<file path="config.mk">
export PLATFORM = sky130hd
export DESIGN_NAME = div_unit
export DESIGN_NICKNAME = d
export VERILOG_FILES = /design/src/rtl/div_unit.sv
export SDC_FILE = /design/constraint.sdc
export NUM_CORES = 1
export LEC_CHECK = 0
export ABC_AREA = 1
export BUFFER_PORTS_ARGS = -buffer_cell sky130_fd_sc_hd__buf_2
export CAP_MARGIN = 10
export CORE_UTILIZATION = 65
export DETAILED_ROUTE_END_ITERATION = 6
export GPL_TIMING_DRIVEN = 0
export PLACE_DENSITY = 0.91
export SLEW_MARGIN = 20
export SYNTH_ARGS = -nofsm -noshare
export SYNTH_HDL_FRONTEND = slang
export SYNTH_SLANG_ARGS = --single-unit
</file>
<file path="constraint.sdc">
create_clock -name clk -period 6.9 [get_ports clk]
set_input_delay 0.69 -clock clk [delete_from_list [all_inputs] [get_ports clk]]
set_output_delay 0.69 -clock clk [all_outputs]
set_load 0.01 [all_outputs]
</file>
<file path="src/rtl/div_unit.sv">
// Multi-cycle radix-2 restoring divider for DIV/DIVU: one quotient bit per cycle,
// quotient on lo, remainder on hi, busy/result_valid decoded from the FSM state.
module div_unit #(
  parameter int unsigned WIDTH = 32
) (
  input  logic             clk,
  input  logic             resetn,
  input  logic             start,
  input  logic             is_signed,
  input  logic [WIDTH-1:0] dividend,
  input  logic [WIDTH-1:0] divisor,
  input  logic             annul,
  input  logic             stall,
  output logic             busy,
  output logic             result_valid,
  output logic [WIDTH-1:0] lo,
  output logic [WIDTH-1:0] hi
);

  localparam int unsigned CW = $clog2(WIDTH);

  typedef enum logic [1:0] {
    S_IDLE,
    S_CALC,
    S_DONE
  } state_t;

  state_t           r_state;
  state_t           w_state_next;
  logic [WIDTH-1:0] r_rem;
  logic [WIDTH-1:0] r_quo;
  logic [WIDTH-1:0] r_dvsr;
  logic             r_qs;
  logic             r_rs;
  logic [CW-1:0]    r_cnt;

  logic             w_accept;
  logic             w_div0;
  logic             w_last;
  logic [WIDTH-1:0] w_dvd_abs;
  logic [WIDTH-1:0] w_dvs_abs;
  logic [WIDTH:0]   w_shift;
  logic [WIDTH:0]   w_sub;
  logic             w_ge;
  logic [WIDTH-1:0] w_rem_next;
  logic [WIDTH-1:0] w_quo_next;
  logic [WIDTH-1:0] w_lo_final;
  logic [WIDTH-1:0] w_hi_final;

  assign w_accept  = start & ~annul;
  assign w_div0    = (divisor == '0);
  assign w_last    = (r_cnt == CW'(WIDTH - 1));
  assign w_dvd_abs = (is_signed & dividend[WIDTH-1]) ? -dividend : dividend;
  assign w_dvs_abs = (is_signed & divisor[WIDTH-1])  ? -divisor  : divisor;

  // Partial remainder is WIDTH+1 bits; the top bit of the difference is the borrow,
  // so no trial bit is ever lost when the divisor has its MSB set.
  assign w_shift    = {r_rem, r_quo[WIDTH-1]};
  assign w_sub      = w_shift - {1'b0, r_dvsr};
  assign w_ge       = ~w_sub[WIDTH];
  assign w_rem_next = w_ge ? w_sub[WIDTH-1:0] : w_shift[WIDTH-1:0];
  assign w_quo_next = {r_quo[WIDTH-2:0], w_ge};
  assign w_lo_final = r_qs ? -w_quo_next : w_quo_next;
  assign w_hi_final = r_rs ? -w_rem_next : w_rem_next;

  always_ff @(posedge clk or negedge resetn) begin
    if (!resetn) begin
      r_state <= S_IDLE;
    end else begin
      r_state <= w_state_next;
    end
  end

  always_comb begin
    w_state_next = r_state;
    case (r_state)
      S_IDLE: begin
        if (w_accept) begin
          w_state_next = w_div0 ? S_DONE : S_CALC;
        end
      end
      S_CALC: begin
        if (annul) begin
          w_state_next = S_IDLE;
        end else if (w_last) begin
          w_state_next = S_DONE;
        end
      end
      S_DONE: begin
        if (!stall) begin
          w_state_next = S_IDLE;
        end
      end
      default: w_state_next = S_IDLE;
    endcase
  end

  always_ff @(posedge clk or negedge resetn) begin
    if (!resetn) begin
      r_rem  <= '0;
      r_quo  <= '0;
      r_dvsr <= '0;
      r_qs   <= 1'b0;
      r_rs   <= 1'b0;
      r_cnt  <= '0;
      lo     <= '0;
      hi     <= '0;
    end else begin
      case (r_state)
        S_IDLE: begin
          if (w_accept) begin
            if (w_div0) begin
              lo <= '1;
              hi <= dividend;
            end else begin
              r_rem  <= '0;
              r_quo  <= w_dvd_abs;
              r_dvsr <= w_dvs_abs;
              r_qs   <= is_signed & (dividend[WIDTH-1] ^ divisor[WIDTH-1]);
              r_rs   <= is_signed & dividend[WIDTH-1];
              r_cnt  <= '0;
            end
          end
        end
        S_CALC: begin
          if (!annul) begin
            r_rem <= w_rem_next;
            r_quo <= w_quo_next;
            r_cnt <= r_cnt + 1'b1;
            if (w_last) begin
              lo <= w_lo_final;
              hi <= w_hi_final;
            end
          end
        end
        default: ;
      endcase
    end
  end

  assign busy         = (r_state != S_IDLE);
  assign result_valid = (r_state == S_DONE);

endmodule

</file>
---- Word-level counts from Yosys, hierarchy flattened ----
Cells that the tools add are included.
word-level totals
  register bits ........................... 169
  bits of input ports ..................... 70
  output and inout port bits .............. 66
  logic and storage cells ................. 74
operators by class
  $add $sub $neg .......................... 6
  eq/ne operators ......................... 10
  multiplexer cells ....................... 33
  bitwise operators ....................... 8
  reductions and logical operators ........ 8
operators with widths
  kind                                                              count
  32-bit two-way mux                                                19
  32-bit one-hot mux with 2 select lines                            4
  32-bit negator                                                    4
  33-bit by 32-bit subtractor with 33-bit output                    1
  32-bit logical NOT                                                1
  5-bit two-way mux                                                 3
  2-bit inequality test (second input constant)                     6
  2-bit two-way mux                                                 5
  5-bit one-hot mux with 2 select lines                             1
  2-bit one-hot mux with 3 select lines                             1
  3-bit AND reduction                                               2
  5-bit by 1-bit adder with 5-bit output (second input constant)    1
  5-bit == test (second input constant)                             1
  5-bit AND reduction                                               1
  1-bit AND                                                         4
  4-bit AND reduction                                               1
  2-bit nonzero test                                                2
  3-bit inequality test (second input constant)                     1
  1-bit inverter                                                    3
  2-bit by 1-bit == test with 1-bit output (second input constant)  1
  2-bit == test (second input constant)                             1
  2-bit logical NOT                                                 1
  1-bit XOR                                                         1

---- Longest topological paths before layout ----
  depth in word-level cells ............... 7
  depth in mapped cells ................... 29
  mapped depth without buffers ............ 28

---- Worst setup path after synthesis ----
OpenSTA, ideal clock, no wires.
  kind .................................... flip-flop to flip-flop
  from .................................... reg r_quo[31]
  to ...................................... reg lo[30]
  library setup time ...................... 0.123 ns
  data arrival time ....................... 3.795 ns
  required time ........................... 6.777 ns
  setup slack ............................. 2.982 ns
  stages on the path, launching flop included .. 29
  path buffers ............................ 1
  clock period less this slack ............ 3.918 ns
  path through ............................ dfrtp_1 > inv_1 > ha_1 > inv_1 > fa_1 > nand2_1 > nand2_1 > nand3_1 > nand2_2 > nand2_2 > nand2_2 > nand2_4 > nand3_4 > nand2_8 > buf_4 > ha_1 > inv_1 > nor3_1 > nand2_1 > inv_1 > nand4_1 > or2_2 > nor2_1 > nand2_1 > o31ai_1 > o21a_1 > nor2_1 > nor2_1 > a21oi_1
on the way
  word-level cells in the longest chain between the ends .. 7
ends and longest elaborated chain
  item                                            line  RTL
  from (decl)                                     31    logic [WIDTH-1:0] r_quo;
  from (signal assigned)                          117   r_quo <= w_dvd_abs;
  from (signal assigned)                          128   r_quo <= w_quo_next;
  33-bit by 32-bit subtractor with 33-bit output  59    assign w_sub = w_shift - {1'b0, r_dvsr};
  1-bit inverter                                  60    assign w_ge = ~w_sub[WIDTH];
  32-bit negator                                  63    assign w_lo_final = r_qs ? -w_quo_next : w_quo_next;
  32-bit two-way mux                              63
  32-bit two-way mux                              130   if (w_last) begin
  32-bit two-way mux                              126   if (!annul) begin
  32-bit one-hot mux with 2 select lines          109   case (r_state)
  to (signal assigned)                            131   lo <= w_lo_final;
  to (decl)                                       16    output logic [WIDTH-1:0] lo,
Every way passes these cells. The select of a mux whose other input is x is not followed.
A chain may end at the register's enable or synchronous reset.

---- Worst setup path in the final report ----
Ends and elaborated chain as after synthesis.

==> impl_metrics.json <==
{
  "status": "complete, but fails checks",
  "violations": "DRC",
  "crit_slowest_cell": "fa_1",
  "ctsResizeCount": 0,
  "rows": 52,
  "overflow": 0,
  "die_w_um": 146,
  "clock_skew_ns": 0.0146,
  "cts_setup_buffers": 0,
  "num_vias": 15561,
  "die_h_um": 146,
  "synth_fp_nets": 2245,
  "port_buffers": 135,
  "ys_ff_latch": 169,
  "fmax_mhz": 196,
  "cp_data_required_time_ns": 7.24,
  "drt-total-wl_um": 48300,
  "period_share_pct": 73.8,
  "dr.max_layer_used": "met5",
  "cts.sinks": 169,
  "ios": 136,
  "hold_viol_final": 0,
  "end_kind": "register",
  "path_clk_slew_ns": 0.07,
  "placed_cell_area_mm2": 0.0145,
  "wl_met2_um": 20300,
  "cp-start-kind": "register",
  "yosysWarnings": 0,
  "period_minus_slack_ns": 5.09,
  "coreArea_mm2": 0.0203,
  "async_flop_share_pct": 100,
  "synth_cells": 2136,
  "synth_edf_count": 0,
  "cts-root-buf": "clkbuf_16",
  "avgSynthCellArea_um2": 6.32,
  "grt_pass1_vias": 14345,
  "yosysMostFrequentCell": "nand2_1",
  "wl_met3_um": 6690,
  "cp_max_fo": 10,
  "drtIter0Drc": 2091,
  "synthDistinctLibCells": 52,
  "grt.total_usage_pct": 45.9,
  "synth_area_leaders": "dfrtp_1 31%, nand2_1 19%, inv_1 8.7%",
  "ys_seq_area_share_pct": 31.3,
  "grt_pass1_wl_um": 75800,
  "vias_per_cell": 6.05,
  "cts.htree.levels": 4,
  "grt_max_degree": 88,
  "synth.cell_area_mm2": 0.0135,
  "insertion_delay_ns": 0.46,
  "setup_tns_ns": 0,
  "tightest_slew_ns": 1.06,
  "final_cell_count_no_fill": 2574,
  "arrival_ns": 5.43,
  "start_util_pct": 66.5,
  "antenna_found_initial": 1,
  "slew_violations": 0,
  "finalSetupViolCount": 0,
  "cpPeakStageDelay_ns": 0.41,
  "cts_buffers": 17,
  "antennaDiodeCount": 0,
  "final_cell_area_mm2": 0.0151,
  "design.die.area_mm2": 0.0213,
  "tritoncts": "yes",
  "area_delta_synth_final_pct": 11.9,
  "clock_path_buffers": 2,
  "place_congestion": 1.02,
  "dpl.cell_count": 2542,
  "ys_top_cells_by_count": "689 x nand2_1, 313 x inv_1, 202 x nor2_1, 169 x dfrtp_1, 163 x nand3_1",
  "layout.nets": 2400,
  "drcViolationCount": 3,
  "drive_gt1_share_pct": 10.5,
  "cap_viol_max_count": 0,
  "hold_class": "input port to async pin",
  "crit_type": "register to register",
  "hold_buffers": 0,
  "wl_met1_um": 19600,
  "dpl.hpwl_um": 38100,
  "synth_top_area_share_pct": 31.3,
  "grt_setup_unrepaired": "false",
  "avgRoutedWirePerCell_um": 18.8,
  "drt_pass1_iterations": 7,
  "yosysTopAreaCell": "dfrtp_1",
  "slew_headroom_pct": 29.1,
  "postRouteAntennaNets": 0,
  "synthFlopType": "dfrtp_1"
}
kinds of logic (layout without fill, tap and decap cells):
logic type	Yosys count	after routing	synth area share [%]
compound gates	295	295	12.8
xor+xnor	61	61	3.96
fa+ha+maj	39	39	3.67
buf+inv	399	567	11.5
flops	169	169	31.3
mux	1	1	0.0742
simple gates	1172	1172	36.7
cell usage in the layout, fill, tap and decap left out, drive strengths merged, types with 38 or more instances in the layout:
cell    Yosys  layout
inv       324     330
xor2       43      43
ha         38      38
clkbuf     55      75
dfrtp     169     169
nand3     166     166
nor2      213     213
o21ai     133     133
a21oi      58      58
nand2     713     713
buf        18     154
worst paths after layout:
path | start | end | slack [ns] | cells past startpoint
setup reg to reg | r_quo[31]$_DFFE_PN0P_ | lo[30]$_DFFE_PN0P_ | 1.81 | 28
hold reg to reg | lo[7]$_DFFE_PN0P_ | lo[7]$_DFFE_PN0P_ | 0.48 | 2
min in group clk | stall | r_state[1]$_DFFE_PN0P_ | 0.45 | 3
setup / recovery | r_quo[31]$_DFFE_PN0P_ | lo[30]$_DFFE_PN0P_ | 1.81 | 28
hold / removal | resetn | r_rem[0]$_DFFE_PN0P_ | 0.21 | 1
max in group asynchronous | resetn | r_dvsr[11]$_DFFE_PN0P_ | 5.85 | 2
metrics by stage:
step	util, %	hold WS, ns	setup slack, ns
final	74.4	0.208	1.81
after global routing	74.4	0.277	1.56
after CTS	74.4	0.259	1.99
after detailed placement	71.6	0.461	2.00
after global placement	71.5	0.457	2.15
after floorplan	-	0.394	2.98
state kept, by name, indices dropped and copies added (netlist names):
signal   cells
r_rs         1
lo          32
r_qs         1
r_state      2
r_quo       32
hi          32
r_rem       32
r_cnt        5
r_dvsr      32
layer usage:
layer / vias up / global-route usage (%)
met2: 1128 / 68.9
met5: - / 0
met4: 2 / 16.0
met1: 7119 / 64.7
li1: 7132 / -
met3: 180 / 11.4
cell type report:
class | count | area [µm²]
repair buffers | 136 | 713
clock buffers | 20 | 447
inverters | 326 | 1220
multi-input cells | 1568 | 7710
plain buffers | 73 | 328
flip-flops and latches | 169 | 4230
well taps | 270 | 338
clock inverters | 12 | 109
fillers | 1727 | 5200
worst max-delay path: cells and delay by family (launching register included):
family	cells	cell delay (ns)
flops	1	0.36
simple gates	17	2.44
fa+ha+maj	3	0.79
compound gates	3	0.67
buf+inv	5	0.70
Power is left out: the tool's default activity adds up to more than one toggle a clock period on the data nets, which glitch-free logic cannot reach.
